### src/rtl/tlrot_frag_pkg.sv
// rtl/tlrot_frag_pkg.sv - shared opcodes, FSM states, captured-request type and request checks
package tlrot_frag_pkg;

    localparam logic [2:0] PutFullData    = 3'd0;
    localparam logic [2:0] PutPartialData = 3'd1;
    localparam logic [2:0] Get            = 3'd4;
    localparam logic [2:0] AccessAck      = 3'd0;
    localparam logic [2:0] AccessAckData  = 3'd1;

    typedef enum logic [1:0] {
        IDLE  = 2'd0,
        ISSUE = 2'd1,
        WAIT  = 2'd2,
        RESP  = 2'd3
    } frag_state_e;

    // Width-independent part of the captured A request; source and address
    // are parameterised and so live in separate registers in the top.
    typedef struct packed {
        logic [2:0]  opcode;
        logic [2:0]  param;
        logic [2:0]  size;
        logic [7:0]  mask;
        logic [63:0] data;
    } frag_req_t;

    function automatic logic is_bad_opcode(input logic [2:0] opcode);
        return !(opcode == PutFullData || opcode == PutPartialData || opcode == Get);
    endfunction

    // Sizes above 3 cannot be served by a 64-bit bus and count as misaligned.
    function automatic logic is_misaligned(input logic [2:0] addr_lo, input logic [2:0] size);
        case (size)
            3'd0:    return 1'b0;
            3'd1:    return addr_lo[0];
            3'd2:    return |addr_lo[1:0];
            3'd3:    return |addr_lo[2:0];
            default: return 1'b1;
        endcase
    endfunction

endpackage

### src/rtl/tlrot_frag_lane.sv
// rtl/tlrot_frag_lane.sv - combinational beat formation (address, size, mask and data lane select)
//
// Ports:
//   address_i, size_i, mask_i, data_i : captured upstream request fields
//   beat_i                            : current beat index of an 8-byte access
//   half_o                            : 32-bit half of the 64-bit bus used by this beat
//   address_o, size_o, mask_o, data_o : downstream beat fields
module tlrot_frag_lane #(
    parameter int AddrW = 32
) (
    input  logic [AddrW-1:0] address_i,
    input  logic [2:0]       size_i,
    input  logic [7:0]       mask_i,
    input  logic [63:0]      data_i,
    input  logic             beat_i,
    output logic             half_o,
    output logic [AddrW-1:0] address_o,
    output logic [1:0]       size_o,
    output logic [3:0]       mask_o,
    output logic [31:0]      data_o
);

    logic wide;

    assign wide = (size_i == 3'd3);

    // 8-byte accesses walk both halves in order; narrow ones stay in the
    // half their address selects.
    assign half_o    = wide ? beat_i : address_i[2];
    // Wide beats are re-based on the 8-byte boundary: {addr[AddrW-1:3], beat, 2'b00}.
    assign address_o = wide ? {address_i[AddrW-1:3], beat_i, 2'b00} : address_i;
    assign size_o    = wide ? 2'd2 : size_i[1:0];
    assign mask_o    = half_o ? mask_i[7:4]  : mask_i[3:0];
    assign data_o    = half_o ? data_i[63:32] : data_i[31:0];

endmodule

### src/rtl/tlrot_tl_fragmenter.sv
// rtl/tlrot_tl_fragmenter.sv - 64-bit to 32-bit TL-UL request fragmenter with response merge
//
// Optional feature macro: TLROT_FRAG_ALIGN_CHECK_EN (reject misaligned or
// unknown-opcode requests in IDLE with a denied response, no downstream beat).
//
// Ports:
//   clk_i, rst_ni   : clock, asynchronous active-low reset
//   up_a_*          : upstream 64-bit A channel (request in)
//   up_d_*          : upstream 64-bit D channel (merged response out)
//   dn_a_*          : downstream 32-bit A channel (beats out)
//   dn_d_*          : downstream 32-bit D channel (beat responses in)
module tlrot_tl_fragmenter
    import tlrot_frag_pkg::*;
#(
    parameter int SourceW = 8,
    parameter int AddrW   = 32
) (
    input  logic               clk_i,
    input  logic               rst_ni,

    input  logic               up_a_valid,
    output logic               up_a_ready,
    input  logic [2:0]         up_a_opcode,
    input  logic [2:0]         up_a_param,
    input  logic [2:0]         up_a_size,
    input  logic [SourceW-1:0] up_a_source,
    input  logic [AddrW-1:0]   up_a_address,
    input  logic [7:0]         up_a_mask,
    input  logic [63:0]        up_a_data,

    output logic               up_d_valid,
    input  logic               up_d_ready,
    output logic [2:0]         up_d_opcode,
    output logic [1:0]         up_d_size,
    output logic [SourceW-1:0] up_d_source,
    output logic [63:0]        up_d_data,
    output logic               up_d_denied,

    output logic               dn_a_valid,
    input  logic               dn_a_ready,
    output logic [2:0]         dn_a_opcode,
    output logic [2:0]         dn_a_param,
    output logic [1:0]         dn_a_size,
    output logic [SourceW-1:0] dn_a_source,
    output logic [AddrW-1:0]   dn_a_address,
    output logic [3:0]         dn_a_mask,
    output logic [31:0]        dn_a_data,

    input  logic               dn_d_valid,
    output logic               dn_d_ready,
    input  logic [2:0]         dn_d_opcode,
    input  logic [31:0]        dn_d_data,
    input  logic               dn_d_error
);

    frag_state_e        state_q, state_d;
    frag_req_t          req_q, req_d;
    logic [SourceW-1:0] source_q, source_d;
    logic [AddrW-1:0]   addr_q, addr_d;
    logic               beat_q, beat_d;
    logic [1:0]         nbeats_q, nbeats_d;
    logic [63:0]        rdata_q, rdata_d;
    logic               denied_q, denied_d;
    logic [2:0]         d_opcode_q, d_opcode_d;

    logic               half;

    tlrot_frag_lane #(.AddrW(AddrW)) u_lane (
        .address_i (addr_q),
        .size_i    (req_q.size),
        .mask_i    (req_q.mask),
        .data_i    (req_q.data),
        .beat_i    (beat_q),
        .half_o    (half),
        .address_o (dn_a_address),
        .size_o    (dn_a_size),
        .mask_o    (dn_a_mask),
        .data_o    (dn_a_data)
    );

    always_comb begin
        state_d    = state_q;
        req_d      = req_q;
        source_d   = source_q;
        addr_d     = addr_q;
        beat_d     = beat_q;
        nbeats_d   = nbeats_q;
        rdata_d    = rdata_q;
        denied_d   = denied_q;
        d_opcode_d = d_opcode_q;

        case (state_q)
            IDLE: begin
                if (up_a_valid) begin
                    req_d.opcode = up_a_opcode;
                    req_d.param  = up_a_param;
                    req_d.size   = up_a_size;
                    req_d.mask   = up_a_mask;
                    req_d.data   = up_a_data;
                    source_d     = up_a_source;
                    addr_d       = up_a_address;
                    beat_d       = 1'b0;
                    nbeats_d     = (up_a_size == 3'd3) ? 2'd2 : 2'd1;
                    rdata_d      = '0;
                    denied_d     = 1'b0;
                    d_opcode_d   = AccessAck;
                    state_d      = ISSUE;
`ifdef TLROT_FRAG_ALIGN_CHECK_EN
                    if (is_misaligned(up_a_address[2:0], up_a_size) ||
                        is_bad_opcode(up_a_opcode)) begin
                        denied_d   = 1'b1;
                        d_opcode_d = (up_a_opcode == Get) ? AccessAckData : AccessAck;
                        state_d    = RESP;
                    end
`endif
                end
            end
            ISSUE: begin
                if (dn_a_ready) begin
                    state_d = WAIT;
                end
            end
            WAIT: begin
                if (dn_d_valid) begin
                    // The other half keeps the zero loaded at acceptance, so
                    // narrow reads return 0 in the unused lanes.
                    if (half) begin
                        rdata_d[63:32] = dn_d_data;
                    end else begin
                        rdata_d[31:0] = dn_d_data;
                    end
                    denied_d   = denied_q | dn_d_error;
                    d_opcode_d = dn_d_opcode;
                    if ({1'b0, beat_q} == nbeats_q - 2'd1) begin
                        state_d = RESP;
                    end else begin
                        beat_d  = 1'b1;
                        state_d = ISSUE;
                    end
                end
            end
            RESP: begin
                if (up_d_ready) begin
                    state_d = IDLE;
                end
            end
            default: state_d = IDLE;
        endcase
    end

    always_ff @(posedge clk_i or negedge rst_ni) begin
        if (!rst_ni) begin
            state_q    <= IDLE;
            req_q      <= '0;
            source_q   <= '0;
            addr_q     <= '0;
            beat_q     <= 1'b0;
            nbeats_q   <= 2'd0;
            rdata_q    <= '0;
            denied_q   <= 1'b0;
            d_opcode_q <= 3'd0;
        end else begin
            state_q    <= state_d;
            req_q      <= req_d;
            source_q   <= source_d;
            addr_q     <= addr_d;
            beat_q     <= beat_d;
            nbeats_q   <= nbeats_d;
            rdata_q    <= rdata_d;
            denied_q   <= denied_d;
            d_opcode_q <= d_opcode_d;
        end
    end

    assign up_a_ready  = (state_q == IDLE);
    assign dn_a_valid  = (state_q == ISSUE);
    assign dn_d_ready  = (state_q == WAIT);
    assign up_d_valid  = (state_q == RESP);

    assign dn_a_opcode = req_q.opcode;
    assign dn_a_param  = req_q.param;
    assign dn_a_source = source_q;

    assign up_d_opcode = d_opcode_q;
    assign up_d_size   = req_q.size[1:0];
    assign up_d_source = source_q;
    assign up_d_data   = rdata_q;
    assign up_d_denied = denied_q;

endmodule

### config.mk
export PLATFORM = sky130hd
export DESIGN_NAME = tlrot_tl_fragmenter
export DESIGN_NICKNAME = d
export VERILOG_FILES = /design/src/rtl/tlrot_frag_pkg.sv /design/src/rtl/tlrot_frag_lane.sv /design/src/rtl/tlrot_tl_fragmenter.sv
export SDC_FILE = /design/constraint.sdc
export NUM_CORES = 1
export LEC_CHECK = 0
export CAP_MARGIN = 30
export CORE_MARGIN = 4
export CORE_UTILIZATION = 40
export CTS_CLUSTER_DIAMETER = 200
export DETAILED_ROUTE_END_ITERATION = 8
export GPL_ROUTABILITY_DRIVEN = 0
export GPL_TIMING_DRIVEN = 0
export PLACE_DENSITY_LB_ADDON = 0.05
export SETUP_SLACK_MARGIN = 0.5
export SLEW_MARGIN = 20
export SYNTH_ARGS = -nofsm -noshare
export SYNTH_HDL_FRONTEND = slang
export SYNTH_SLANG_ARGS = --single-unit
### constraint.sdc
create_clock -name clk_i -period 3.5 [get_ports clk_i]
set_clock_uncertainty 0.1 [all_clocks]
set_input_delay 0.525 -clock clk_i [delete_from_list [all_inputs] [get_ports clk_i]]
set_output_delay 0.525 -clock clk_i [all_outputs]
set_load 0.1 [all_outputs]
; After elaboration in Yosys (flattened, before gate mapping)
; Cells that the tools add are included.
[word_totals]
register_bits = 194
input_bits = 163
out_inout_bits = 166
wordCells = 63
[op_classes]
add_sub_neg = 1
n_eq_ne = 13
mux = 26
bitwise = 1
reduce_logical = 8
[op_table]
columns = op, n
row1 = two-way mux 64 bit, 2
row2 = one-hot mux 64 bit (2 select lines), 1
row3 = two-way mux 32 bit, 3
row4 = AND reduction 4 bit, 4
row5 = two-way mux 2 bit, 7
row6 = two-way mux 3 bit, 3
row7 = "inequality test 2 bit, second input constant", 4
row8 = one-hot mux 2 bit (4 select lines), 1
row9 = "== test 3 x 2 -> 1 bit, second input constant", 2
row10 = "inequality test 2 x 1 -> 1 bit, second input constant", 3
row11 = one-hot mux 3 bit (2 select lines), 1
row12 = two-way mux 1 bit, 5
row13 = "== test 2 bit, second input constant", 2
row14 = two-way mux 4 bit, 1
row15 = one-hot mux 1 bit (2 select lines), 2
row16 = AND reduction 3 bit, 1
row17 = == test 1 x 2 -> 1 bit, 1
row18 = "== test 2 x 1 -> 1 bit, second input constant", 1
row19 = zero test 2 bit, 1
row20 = AND reduction 2 bit, 1
row21 = nonzero test 2 bit, 1
row22 = "subtractor 2 x 1 -> 2 bit, second input constant", 1
row23 = OR 1 bit, 1

; Longest topological paths before layout
[logic_depth]
ltp_word = 5
depth_mapped = 8
mapped_depth_nobuf = 5

; Hierarchy
; A second synthesis with hierarchy kept.
[unflattened]
hier_cells = 669
area_unflattened_um2 = 8858.5
[modules_own_cells]
columns = mod, instances, cells_per_inst, area_each_um2, seq_area_each_um2
row1 = tlrot_tl_fragmenter, 1, 592, 7992.7, 4854.7
row2 = tlrot_frag_lane, 1, 77, 865.8, 0.0

; Least setup slack after synthesis
; OpenSTA, ideal clock, no wires.
[synth_path]
path_kind = reg2out
from = register req_q, in the netlist up_d_size[0]
to = output port dn_a_size[0]
arrival_time_ns = 2.574
required_time_ns = 2.875
setup_slack_ns = 0.301
path_stages_with_launch = 2
path_buffers = 0
path_cell_list = dfrtp_1 a21boi_0
[synth_via]
elab_chain_cells = 2
[synth_rtl]
columns = element, line_no
row1 = "start, declared", tlrot_tl_fragmenter.sv:57  ; frag_req_t req_q, req_d;
row2 = "start signal, assigned", tlrot_tl_fragmenter.sv:164  ; req_q <= req_d;
row3 = == test 3 x 2 -> 1 bit, tlrot_frag_lane.sv:25  ; assign wide = (size_i == 3'd3);
row4 = two-way mux 2 bit (*), tlrot_frag_lane.sv:32  ; assign size_o = wide ? 2'd2 : size_i[1:0];
row5 = "end, declared", tlrot_tl_fragmenter.sv:43  ; output logic [1:0] dn_a_size,
; Mark *: on every way between the ends. The rest lies on a longest branch, timed or not.

; Worst setup path after layout
[layout_path]
from = register beat_q
to = output port dn_a_data[15]
[layout_via]
elab_chain_cells = 2
[layout_rtl]
columns = element, line_no
row1 = "start, declared", tlrot_tl_fragmenter.sv:60  ; logic beat_q, beat_d;
row2 = "start signal, assigned", tlrot_tl_fragmenter.sv:167  ; beat_q <= beat_d;
row3 = two-way mux 1 bit, tlrot_frag_lane.sv:29  ; assign half_o = wide ? beat_i : address_i[2];
row4 = two-way mux 32 bit, tlrot_frag_lane.sv:34  ; assign data_o = half_o ? data_i[63:32] : data_i[31:0];
row5 = "end, declared", tlrot_tl_fragmenter.sv:47  ; output logic [31:0] dn_a_data,
; No other way between the ends.

==> impl_metrics.json <==
{
  "synthTopCellsByCount": "nand2_1 (430), dfrtp_1 (194), buf_4 (47), nand3_1 (37), mux2_2 (36)",
  "arrival_ps": 2340,
  "cp_cell_sequence": "and4b_2, a21oi_4, buf_12, buf_4, mux2_2, clkdlybuf4s15_2",
  "wirelength_mm": 25.6,
  "min_period_over_period": 0.847,
  "finalCriticalPeriod_ps": 2970,
  "met2WireLength_mm": 12.1,
  "status": "completed",
  "n_fill_cell": 1842,
  "critPathMaxStageDelay_ps": 470,
  "vias": 7176,
  "antenna_found_initial": 1,
  "seq_area_um2": 4860,
  "drc": 0,
  "cts_tree": "done",
  "synth_top_area_cell": "dfrtp_1",
  "wl_met3_mm": 2.20,
  "synth-seq-area-share": 0.568,
  "cts_buffer_depth": 2,
  "hold_slack_ps": 368,
  "drt_iter0_markers": 342,
  "synth_cell_types": 29,
  "min_path_type": "in2async",
  "core_um2": 21000,
  "wl_per_cell_um": 16.5,
  "fin_tns_setup_ps": 0,
  "syn_area_um2": 8550,
  "worstSetupPathType": "reg2out",
  "maxCapViolations": 0,
  "required_ps": 2870,
  "yosys-top-cells-area": "dfrtp_1 (57%), nand2_1 (19%), mux2_2 (4.7%)",
  "slew_headroom": 0.300,
  "r2r.worst_path.cells": 7,
  "postSynthAreaPerCell_um2": 9.51,
  "io_pins": 329,
  "m1WireLength_mm": 10.8,
  "crit_fanout": 8,
  "cts-htree-levels": 4,
  "ant_nets": 0,
  "nets": 1428,
  "finalSetupViolations": 0,
  "areaGrowthSynthToFinish_pct": 52.4,
  "worstSetupStartpointType": "flop",
  "numPortBuffers": 328,
  "clkTransAtPathRegs_ps": 70,
  "multi_input_area_um2": 3030,
  "maxUsedRoutingLayer": "met4",
  "hold_violations": 0,
  "vias_per_cell": 4.61,
  "synth-main-ff-cell": "dfrtp_1",
  "num_rows": 53,
  "die-area_um2": 23800,
  "async_flop_share": 1.00,
  "grt_setup_unrepaired": "true",
  "synth_top_area_frac": 0.568,
  "grt_pass1_vias": 7470,
  "cts_made_buffers": 17,
  "reg2reg_from": "state_q[0]$_DFFE_PN0P_",
  "dp_hpwl_mm": 18.7,
  "synth_enable_flop_cells": 0,
  "clk_latency_ps": 430,
  "crit_slowest_cell": "clkdlybuf4s15_2",
  "synth_most_common_cell": "nand2_1",
  "drive_above_1_share": 0.180,
  "start_util": 0.407,
  "worst_slew_pin_slew_ps": 1050,
  "grt_use_total": 0.215,
  "rr_endpoint": "up_d_data[18]$_DFFE_PN0P_",
  "root_buffer": "clkbuf_16",
  "drt_pass1_iterations": 4,
  "critPathCaptureType": "output port",
  "synth_cells": 899,
  "die_y_um": 154,
  "grt-ovfl-total": 0,
  "yosysWarnings": 0,
  "grt_pass1_wl_mm": 40.5,
  "fmax_ghz": 0.337,
  "cts.sinks": 194,
  "grt_max_degree": 95,
  "syn_nets": 1062,
  "maxSlewViolCount": 0,
  "ys_ff_latch": 194,
  "timing.reg2reg.setup_slack_ps": 1470,
  "die_x_um": 154
}
[flip-flops by register name, summed over array words and instances (netlist names)]
register,flops
dn_a_source,8
dn_a_opcode,3
up_d_opcode,3
up_d_denied,1
req_q,73
nbeats_q,2
addr_q,32
dn_a_param,3
up_d_size,2
state_q,2
up_d_data,64
beat_q,1
[worst max-delay path by stage]
| stage | cells after the start | slack [ps] | endpoint | start |
|---|---|---|---|---|
| detailed placement | 5 | -9 | dn_a_data[19] | up_d_size[1]$_DFFE_PN0P_ |
| global route | 5 | 450 | dn_d_ready | state_q[0]$_DFFE_PN0P_ |
| global placement | 1 | -6690 | dn_a_source[7]$_DFFE_PN0P_ | rst_ni |
| floorplan | 7 | 520 | up_d_data[27]$_DFFE_PN0P_ | state_q[0]$_DFFE_PN0P_ |
| CTS | 6 | 500 | dn_a_data[19] | beat_q$_DFFE_PN0P_ |
| finish | 6 | 530 | dn_a_data[15] | beat_q$_DFFE_PN0P_ |
[cells by family (layout without fill, tap and decap cells)]
kind of cell | Yosys count | count (layout) | share of synthesized area
AOI/OAI and AO/OA | 44 | 44 | 0.0420
buffers and inverters | 104 | 483 | 0.0774
DFF | 194 | 194 | 0.568
muxes | 71 | 71 | 0.0884
other | 0 | 2 | 0
and+or+nand+nor | 486 | 486 | 0.224
[cell usage in the layout (no fill, tap or decap), drive strengths merged]
| cell type | n |
|---|---|
| nor3 | 1 |
| nand3 | 37 |
| bufinv | 4 |
| mux2 | 36 |
| clkdlybuf4s15 | 7 |
| nor2b | 1 |
| clkinvlp | 2 |
| o21ai | 37 |
| and4b | 1 |
| clkdlybuf4s50 | 285 |
| a21oi | 2 |
| or3b | 1 |
| buf | 127 |
| a21boi | 1 |
| nand2 | 431 |
| dlymetal6s2s | 2 |
| inv | 7 |
| a21o | 2 |
| and2 | 4 |
| diode | 2 |
| a2111o | 1 |
| dlygate4sd2 | 2 |
| a31oi | 1 |
| mux2i | 35 |
| dfrtp | 194 |
| clkinv | 2 |
| nor2 | 7 |
| dlygate4sd3 | 1 |
| clkbuf | 44 |
| nand3b | 3 |
[worst max-delay path: cells and delay by family (launching register included)]
kind	cells	cell delay, ps
and+or+nand+nor	1	280
muxes	1	340
buffers and inverters	3	750
DFF	1	400
AOI/OAI and AO/OA	1	130
[metrics by stage]
| stage | area, µm² | utilization | cells | setup WS [ps] |
|---|---|---|---|---|
| after floorplan | 8550 | - | 899 | 521 |
| after CTS | 13000 | 0.617 | 1547 | 496 |
| final | 13000 | 0.620 | 1555 | 535 |
| after global placement | 12200 | 0.579 | 1502 | -6690 |
| after detailed placement | 12400 | 0.591 | 1511 | -9.10 |
| after global routing | 13000 | 0.620 | 1554 | 446 |
[layer usage]
| metal | vias to the layer above | global-route usage |
|---|---|---|
| met5 | - | 0 |
| met4 | 0 | 0.0639 |
| met3 | 31 | 0.0705 |
| met2 | 230 | 0.352 |
| met1 | 3374 | 0.274 |
| li1 | 3541 | - |
[cell type report]
class,count,share of cell area
Antenna cell,2,0.000384
Multi-Input combinational cell,601,0.233
Sequential cell,194,0.373
Clock buffer,21,0.0346
Tap cell,275,0.0264
Clock inverter,11,0.0134
Inverter,4,0.00115
Timing Repair Buffer,347,0.267
Buffer,100,0.0512
[what timing repair did]
item,CTS,global route
pin swaps,2,1
endpoints found under the hold margin,6,0
resized for setup,174,9
endpoints found under the setup margin,40,15
setup buffers,4,6
hold buffers,1,0
Power is left out: the tool's default activity adds up to more than one toggle a clock period on the data nets, which glitch-free logic cannot reach.
